===== config.mk =====
export PLATFORM = sky130hd
export DESIGN_NAME = soc_bus_fabric
export DESIGN_NICKNAME = d
export VERILOG_FILES = /design/src/rtl/soc_bus_fabric.sv
export SDC_FILE = /design/constraint.sdc
export NUM_CORES = 1
export LEC_CHECK = 0
export BUFFER_PORTS_ARGS = -buffer_cell sky130_fd_sc_hd__buf_2
export CAP_MARGIN = 40
export CORE_AREA = 5 5 136 138
export DETAILED_ROUTE_END_ITERATION = 16
export DIE_AREA = 0 0 141 143
export SLEW_MARGIN = 10
export SYNTH_ARGS = -nofsm -noshare
export SYNTH_HDL_FRONTEND = slang
export SYNTH_SLANG_ARGS = --single-unit

===== constraint.sdc =====
create_clock -name clk -period 4.9 [get_ports clk]
set_input_delay 0.245 -clock clk [delete_from_list [all_inputs] [get_ports clk]]
set_output_delay 0.245 -clock clk [all_outputs]
set_load 0.005 [all_outputs]

===== src/rtl/soc_bus_fabric.sv =====
// soc_bus_fabric: CPU memory-port fabric with address decode, a single
// outstanding access, per-access timeout and an error responder so that
// unmapped or hung accesses still complete.
module soc_bus_fabric #(
  parameter int                      NUM_SLAVES     = 4,
  parameter logic [NUM_SLAVES*32-1:0] SLAVE_BASE    = {32'h3000_0000, 32'h2000_0000,
                                                      32'h1000_0000, 32'h0000_0000},
  parameter logic [NUM_SLAVES*32-1:0] SLAVE_MASK    = {4{32'hFFFF_0000}},
  parameter int                      TIMEOUT_CYCLES = 255,
  parameter logic [31:0]             ERR_RDATA      = 32'hBADA_DD00,
  // Width of the saturating error counter.
  parameter int                      ERR_CNT_W      = 16
) (
  input  logic                       clk,
  input  logic                       resetn,
  input  logic                       m_valid,
  input  logic                       m_instr,
  input  logic [31:0]                m_addr,
  input  logic [31:0]                m_wdata,
  input  logic [3:0]                 m_wstrb,
  output logic                       m_ready,
  output logic [31:0]                m_rdata,
  output logic [NUM_SLAVES-1:0]      s_valid,
  output logic [31:0]                s_addr,
  output logic [31:0]                s_wdata,
  output logic [3:0]                 s_wstrb,
  input  logic [NUM_SLAVES*32-1:0]   s_rdata,
  input  logic [NUM_SLAVES-1:0]      s_ready,
  output logic                       err_pulse,
  output logic [31:0]                err_addr,
  output logic [ERR_CNT_W-1:0]       err_count
);

  localparam int SEL_W = (NUM_SLAVES > 1) ? $clog2(NUM_SLAVES) : 1;

  localparam logic [1:0] IDLE   = 2'd0;
  localparam logic [1:0] ACCESS = 2'd1;
  localparam logic [1:0] ERROR  = 2'd2;
  localparam logic [1:0] GAP    = 2'd3;

  logic [1:0]       state, state_nxt;
  logic [SEL_W-1:0] sel, hit_idx;
  logic             hit;
  logic [31:0]      cnt;
  logic             sel_ready;
  logic [31:0]      sel_rdata;
  logic             timeout_hit;
  logic             unused_instr;

  assign unused_instr = m_instr;

  assign s_addr  = m_addr;
  assign s_wdata = m_wdata;
  assign s_wstrb = m_wstrb;

  // Address decode; scanning downward lets the lowest matching index win.
  always_comb begin
    hit     = 1'b0;
    hit_idx = '0;
    for (int i = NUM_SLAVES - 1; i >= 0; i--) begin
      if ((m_addr & SLAVE_MASK[32*i +: 32]) == SLAVE_BASE[32*i +: 32]) begin
        hit     = 1'b1;
        hit_idx = SEL_W'(i);
      end
    end
  end

  // Mux the selected slave's ready/rdata and form the one-hot request.
  always_comb begin
    sel_ready = 1'b0;
    sel_rdata = '0;
    s_valid   = '0;
    for (int i = 0; i < NUM_SLAVES; i++) begin
      if (sel == SEL_W'(i)) begin
        sel_ready  = s_ready[i];
        sel_rdata  = s_rdata[32*i +: 32];
        s_valid[i] = (state == ACCESS);
      end
    end
  end

  assign timeout_hit = (TIMEOUT_CYCLES != 0) && (cnt == 32'(TIMEOUT_CYCLES - 1));

  // Next-state logic; ready beats a timeout landing in the same cycle.
  always_comb begin
    state_nxt = state;
    case (state)
      IDLE:    if (m_valid) state_nxt = hit ? ACCESS : ERROR;
      ACCESS: begin
        if (!m_valid)         state_nxt = IDLE;
        else if (sel_ready)   state_nxt = GAP;
        else if (timeout_hit) state_nxt = ERROR;
      end
      ERROR:   state_nxt = GAP;
      GAP:     state_nxt = IDLE;
      default: state_nxt = IDLE;
    endcase
  end

  // CPU-side completion and read data; zero whenever no completion.
  always_comb begin
    m_ready   = 1'b0;
    m_rdata   = '0;
    err_pulse = 1'b0;
    if (state == ACCESS && m_valid && sel_ready) begin
      m_ready = 1'b1;
      m_rdata = sel_rdata;
    end else if (state == ERROR) begin
      m_ready   = 1'b1;
      err_pulse = 1'b1;
      m_rdata   = (m_wstrb == 4'b0000) ? ERR_RDATA : 32'h0;
    end
  end

  // State, latched target and access-age counter.
  always_ff @(posedge clk) begin
    if (!resetn) begin
      state <= IDLE;
      sel   <= '0;
      cnt   <= '0;
    end else begin
      state <= state_nxt;
      if (state == IDLE) begin
        sel <= hit_idx;
        cnt <= '0;
      end else if (state == ACCESS) begin
        cnt <= cnt + 32'd1;
      end
    end
  end

  // Error log: address of last failure and a saturating failure count.
  always_ff @(posedge clk) begin
    if (!resetn) begin
      err_addr  <= '0;
      err_count <= '0;
    end else if (state == ERROR) begin
      err_addr <= m_addr;
      if (err_count != {ERR_CNT_W{1'b1}}) err_count <= err_count + 1'b1;
    end
  end

endmodule


==> results of run 1 <==
## layer usage
layer,GRT usage [%],vias up,share of wire (%)
li1,-,2612,-
met2,27.87,222,43
met1,23.46,2506,40
met3,11.25,51,14
met5,0,-,0.48
met4,5.966,16,2.2
## report_power, final
group / internal, µW / switching (µW) / leakage [µW]
Sequential: 704 / 15.4 / 0.000682
Clock: 496 / 282 / 0.000161
Combinational: 121 / 126 / 0.00223
Total: 1320 / 423 / 0.00307
## worst max-delay path: cells and delay by family (launching register included)
family                 cells  cell delay, ns
buffers and inverters      3            1.03
AOI/OAI and AO/OA          1            0.17
DFF                        1            0.31
muxes                      1            0.63
and+or+nand+nor            1            0.10
## cells by family (layout without fill, tap and decap cells)
logic type                 count (synthesis)  count (layout)  synth area share [%]
and+or+nand+nor                          250             250                 24.05
buffers and inverters                    131             336                 14.09
AOI/OAI and AO/OA                        111             111                 12.28
DFF                                       84              84                 31.20
muxes                                     46              46                 16.21
xor gates and xnor gates                   9               9                 1.463
adders and majority gates                  3               3                0.6966
other                                      0               2                     0
## registers in the layout (all words and copies together) (netlist names)
signal,count
cnt,32
err_addr,32
sel,2
err_count,16
state,2
## metrics by stage
step / worst slack (ns) / hold WS, ns / instance area (µm²) / utilization (%) / total power [µW]
after global placement: 2.383 / 0.4386 / 6502 / 38.12 / 980.8
after floorplan: 3.085 / 0.3707 / 5389 / - / 875.8
final: 2.033 / 0.1515 / 6848 / 40.15 / 1744
after CTS: 1.981 / 0.1369 / 6843 / 40.12 / 1770
after global routing: 1.805 / 0.1479 / 6845 / 40.13 / 1820
after detailed placement: 2.356 / 0.4443 / 6502 / 38.12 / 984.3
## worst paths after layout
check,slack (ns),endpoint,startpoint,cells past startpoint
min,0.15,err_addr[10]$_SDFFE_PN0P_,m_addr[10],3
max reg2reg,2.48,cnt[17]$_SDFFE_PP0P_,state[0]$_SDFFE_PN0P_,4
min reg2reg,0.45,err_addr[9]$_SDFFE_PN0P_,err_addr[9]$_SDFFE_PN0P_,2
max,2.03,m_rdata[12],sel[0]$_SDFFE_PN0P_,6
## cell usage in the layout, fill, tap and decap left out, drive strengths merged, types with 7 or more instances in the layout
master and count:
nand2 103, or4 7, o21ai 25, buf 298
nor4 17, or3 7, mux2i 13, a21oi 52
nand3 13, mux4 33, clkbuf 9, nand4 18
and4 12, inv 22, nor2b 17, nor2 25
nand2b 16, dfxtp 84
## cell type report
type | instances | area [µm²] | area share [%]
clock inverter | 7 | 115.1 | 1.681
clock buffer | 9 | 225.2 | 3.289
multi-input combinational | 419 | 2948 | 43.05
timing repair buffer | 298 | 1506 | 22.00
tap | 225 | 281.5 | 4.111
inverter | 22 | 82.58 | 1.206
antenna | 2 | 5.005 | 0.07309
sequential | 84 | 1684 | 24.59
## synth_stat cells (12+ instances only)
| library cell | n | area share (%) |
|---|---|---|
| nor4_1 | 16 | 1.9 |
| mux2i_1 | 13 | 2.4 |
| buf_4 | 69 | 9.6 |
| o21ai_0 | 24 | 2.2 |
| and4_1 | 12 | 2.0 |
| nand2_1 | 103 | 7.2 |
| inv_1 | 22 | 1.5 |
| nand4_1 | 17 | 2.0 |
| a21oi_1 | 52 | 4.8 |
| nand2b_1 | 16 | 1.9 |
| nor2_1 | 25 | 1.7 |
| nor2b_1 | 17 | 2.0 |
| mux4_2 | 33 | 14 |
| clkbuf_1 | 30 | 2.1 |
| nand3_1 | 13 | 1.2 |
| dfxtp_1 | 84 | 31 |
==> qor.csv, run 1 <==
metric,value,unit
Final ANT Viol Nets,0,
Worst path most repeated cell,buf_4,
Yosys warnings,0,
Post-synth EDFFs,0,
CTS HTree Levels,3,
post-synthesis cell count,634,
post-synthesis cell type count,46,
clock sink count,84,
# hold bufs at CTS,0,
core area,17060,µm²
All-Layer GR Usage,19.01,%
Area Growth Syn to Fin,27.07,%
RSZ-0062 raised after global routing,false,
I/O pins,358,
Worst IR Drop VDD,0.1618,mV
post-DP HPWL,16930,µm
TritonCTS Buffers,9,
crit path max fanout,38,
row cnt,48,
fin nets,1041,
sequential fraction of the synthesis area,31.21,%
Clock Skew,0.004933,ns
asr flop ratio synth,0,%
final hold vios,0,
Non-Filler Instances,1066,
pwr dens,254.6,nW/µm²
Post-Place Cells,1048,
synthesized flop and latch total,84,
FMAX,348.8,MHz
initial antenna violation count,10,
vias in the first global route,4925,
die extent in x,141,µm
Routed WL,20790,µm
final worst-path cycle share,58.51,%
Final Wtd Congestion,0.8669,
CP arrival,2.62,ns
DRC,0,
clk buf depth,2,
IO Port Bufs,292,
final slew viol count,0,
syn avg cell area,8.500,µm²
Main synth FF type,dfxtp_1,
layout cells sized above 1,41.95,%
aggregate negative setup slack,0,ns
first-pass GRT wire length,29320,µm
critical path type,register to output port,
worst rel slew slack,38.72,%
"Max stage delay cell, worst path",mux4_2,
Post-CTS Setup Bufs,0,
post-layout min period,2.867,ns
status,"complete, no violations",
die height,143,µm
CP cell instances,buf_4 -> mux4_2 -> nand3_1 -> buf_4 -> o21ai_0 -> buf_2,
GRT overflow,0,
via count,5407,
Initial Util,31.59,%
Hold Path Class,primary input to register,
CTS tree,yes,
clk root buf,clkbuf_16,
cts repair resizes,0,
clock slew at reported path FFs,0.06,ns
critical path required time,4.66,ns
Mapped Area,5389,µm²
vias per inst,5.072,
WL per Instance,19.50,µm
drt pass-1 iters,4,
CP max stage delay,0.63,ns
die area,20160,µm²
largest net degree at the start of global routing,39,
DRT iter0 DRCs,281,
leak pwr,0.003075,µW
Max-Cap Viols,0,
Worst Tran Pin Value,0.9191,ns
Critical Path Sink Type,output port,
# setup viols final,0,
Syn Nets,841,
CP Launch Type,register,
fillers,1730,
Clock Latency Late Sink,0.34,ns
No activity file was read; power rests on OpenSTA's default activity.
==> run 2, diff against run 1 <==
--- a/config.mk
+++ b/config.mk
@@ -7,9 +7,10 @@
 export LEC_CHECK = 0
 export BUFFER_PORTS_ARGS = -buffer_cell sky130_fd_sc_hd__buf_2
 export CAP_MARGIN = 40
-export CORE_AREA = 5 5 136 138
+export CORE_AREA = 5 5 135 137
 export DETAILED_ROUTE_END_ITERATION = 16
-export DIE_AREA = 0 0 141 143
+export DIE_AREA = 0 0 140 142
+export PLACE_DENSITY = 0.67
 export SLEW_MARGIN = 10
 export SYNTH_ARGS = -nofsm -noshare
 export SYNTH_HDL_FRONTEND = slang
==> constraint.sdc (replaced) <==
create_clock -name clk -period 2.4 [get_ports clk]
set_input_delay 0.12 -clock clk [delete_from_list [all_inputs] [get_ports clk]]
set_output_delay 0.12 -clock clk [all_outputs]
set_load 0.005 [all_outputs]
==> run 2 against run 1 <==
Final cell count up 0.75%. First-iteration DRC count shrank 25%. Clock skew increased by 0.0075 ns. Die area shrank 1.4%. Register-to-register slack worse by 2.0 ns. Clock power rose by 120%. Routed wire length increased by 1.6%. Via count rose by 1.5%. Non-clock buffer count is 8 higher. Total power grew 110%. Final area rose by 1.6%. Worst setup slack worse by 1.8 ns. Critical endpoint unchanged. Largest cell class unchanged.
==> qor.csv, run 2 (same netlist as run 1, synthesis figures left out) <==
metric,value,unit,change
CTS tree,yes,,
die area,19880,µm²,-1.4%
clk buf depth,2,,unchanged
FMAX,456.3,MHz,
vias in the first global route,5050,,+2.5%
IO Port Bufs,292,,unchanged
TritonCTS Buffers,9,,unchanged
drt pass-1 iters,5,,+1
critical path type,register to output port,,
clock slew at reported path FFs,0.07,ns,about the same
Final Wtd Congestion,0.9292,,+7.2%
Post-CTS Setup Bufs,0,,unchanged
# hold bufs at CTS,0,,unchanged
final slew viol count,0,,unchanged
post-layout min period,2.192,ns,
Hold Path Class,primary input to register,,
DRC,0,,unchanged
Post-Place Cells,1056,,+0.76%
core area,16940,µm²,-0.70%
vias per inst,5.112,,+0.78%
pwr dens,530.6,nW/µm²,+110%
layout cells sized above 1,42.38,%,+0.43 points
final hold vios,0,,unchanged
aggregate negative setup slack,0,ns,unchanged
crit path max fanout,34,,-11%
Final ANT Viol Nets,0,,unchanged
post-DP HPWL,17180,µm,+1.4%
die height,142,µm,-0.70%
Worst IR Drop VDD,0.3207,mV,+98%
I/O pins,358,,unchanged
final worst-path cycle share,91.32,%,
clk root buf,clkbuf_16,,
PnR worst setup slack,0.2084,ns,-1.825 ns
CTS HTree Levels,3,,unchanged
footprint of the multi-input gates,2948,µm²,unchanged
# setup viols final,0,,unchanged
most frequent cells in the layout,"buf_2 (292), nand2_1 (103), dfxtp_1 (83)",,
"most common cell after layout, fill and taps aside",buf_2,,
fin nets,1049,,+0.77%
Clock Skew,0.01242,ns,+0.007490 ns
RSZ-0062 raised after global routing,false,,
CP Launch Type,register,,
status,"complete, no violations",,
GRT overflow,0,,unchanged
Post-Place Worst Slack,0.4942,ns,-1.862 ns
worst rel slew slack,54.87,%,+16 points
cts repair resizes,0,,unchanged
WL per Instance,19.67,µm,+0.85%
Routed WL,21120,µm,+1.6%
Clock Latency Late Sink,0.35,ns,about the same
first-pass GRT wire length,30160,µm,+2.9%
All-Layer GR Usage,19.72,%,+0.71 points
Non-Filler Instances,1074,,+0.75%
Initial Util,31.82,%,+0.22 points
die extent in x,140,µm,-0.71%
Worst Tran Pin Value,0.6769,ns,-0.2422 ns
Critical Path Sink Type,output port,,
Max-Cap Viols,0,,unchanged
clock sink count,84,,unchanged
Area Growth Syn to Fin,29.07,%,
CP arrival,2.07,ns,-0.55 ns
DRT iter0 DRCs,211,,-25%
leak pwr,0.003137,µW,+2.0%
initial antenna violation count,8,,-2
critical path required time,2.28,ns,-2.38 ns
via count,5490,,+1.5%
register area,1683,µm²,about the same
row cnt,48,,unchanged
fillers,1738,,+0.46%
largest net degree at the start of global routing,38,,-2.6%
Top Registers,"cnt: 32 flops, err_addr: 32 flops, err_count: 16 flops",,
run 2: cell types whose count changed in the layout (fill, tap and decap cells not counted), sizes merged:
cell,delta
bufinv,+1
buf,+8
clkinvlp,-2
clkinv,+1
run 2: area by class of cell:
cell class                      instances  share of cell area [%]
Sequential cell                        84                   24.19
Clock inverter                          7                   1.997
Timing Repair Buffer                  306                   22.88
Multi-Input combinational cell        419                   42.38
Tap cell                              225                   4.047
Inverter                               22                   1.187
Antenna cell                            2                 0.07196
Clock buffer                            9                   3.238
run 2: critical path, cell delays in order (launching register included):
cell     delay [ns]
dfxtp_2        0.37
mux4_2         0.56
nand3_1        0.11
buf_4          0.33
o21ai_0        0.17
buf_2          0.17
run 2: worst paths after layout:
path / to / cells past startpoint / startpoint / slack, ns
hold reg to reg: err_addr[21]$_SDFFE_PN0P_ / 2 / err_addr[21]$_SDFFE_PN0P_ / 0.45
hold / removal: err_addr[6]$_SDFFE_PN0P_ / 3 / m_addr[6] / 0.02
setup reg to reg: cnt[17]$_SDFFE_PP0P_ / 5 / state[0]$_SDFFE_PN0P_ / 0.48
setup / recovery: m_rdata[12] / 5 / sel[0]$_SDFFE_PN0P_ / 0.21
run 2: report_power, final:
group          internal (µW)  switching [µW]  total (µW)
combinational            253             263         516
clock                   1120             588        1710
sequential              1440            29.4        1470
run 2: layer usage:
metal	GRT usage (%)	up-vias	share of wire (%)
li1	-	2638	-
met1	24.20	2568	39
met2	29.20	227	45
met3	12.70	41	14
met4	4.589	16	1.5
met5	0	-	0.56
run 2: metrics by stage:
stage	hold slack, ns	total power (µW)	util, %	cell area, µm²
detailed placement	0.2400	2016	38.89	6586
global route	0.02053	3849	41.04	6950
finish	0.02486	3690	41.07	6955
CTS	0.01173	3735	41.04	6950
global placement	0.2400	2006	38.89	6586
floorplan	0.2457	1788	-	5389
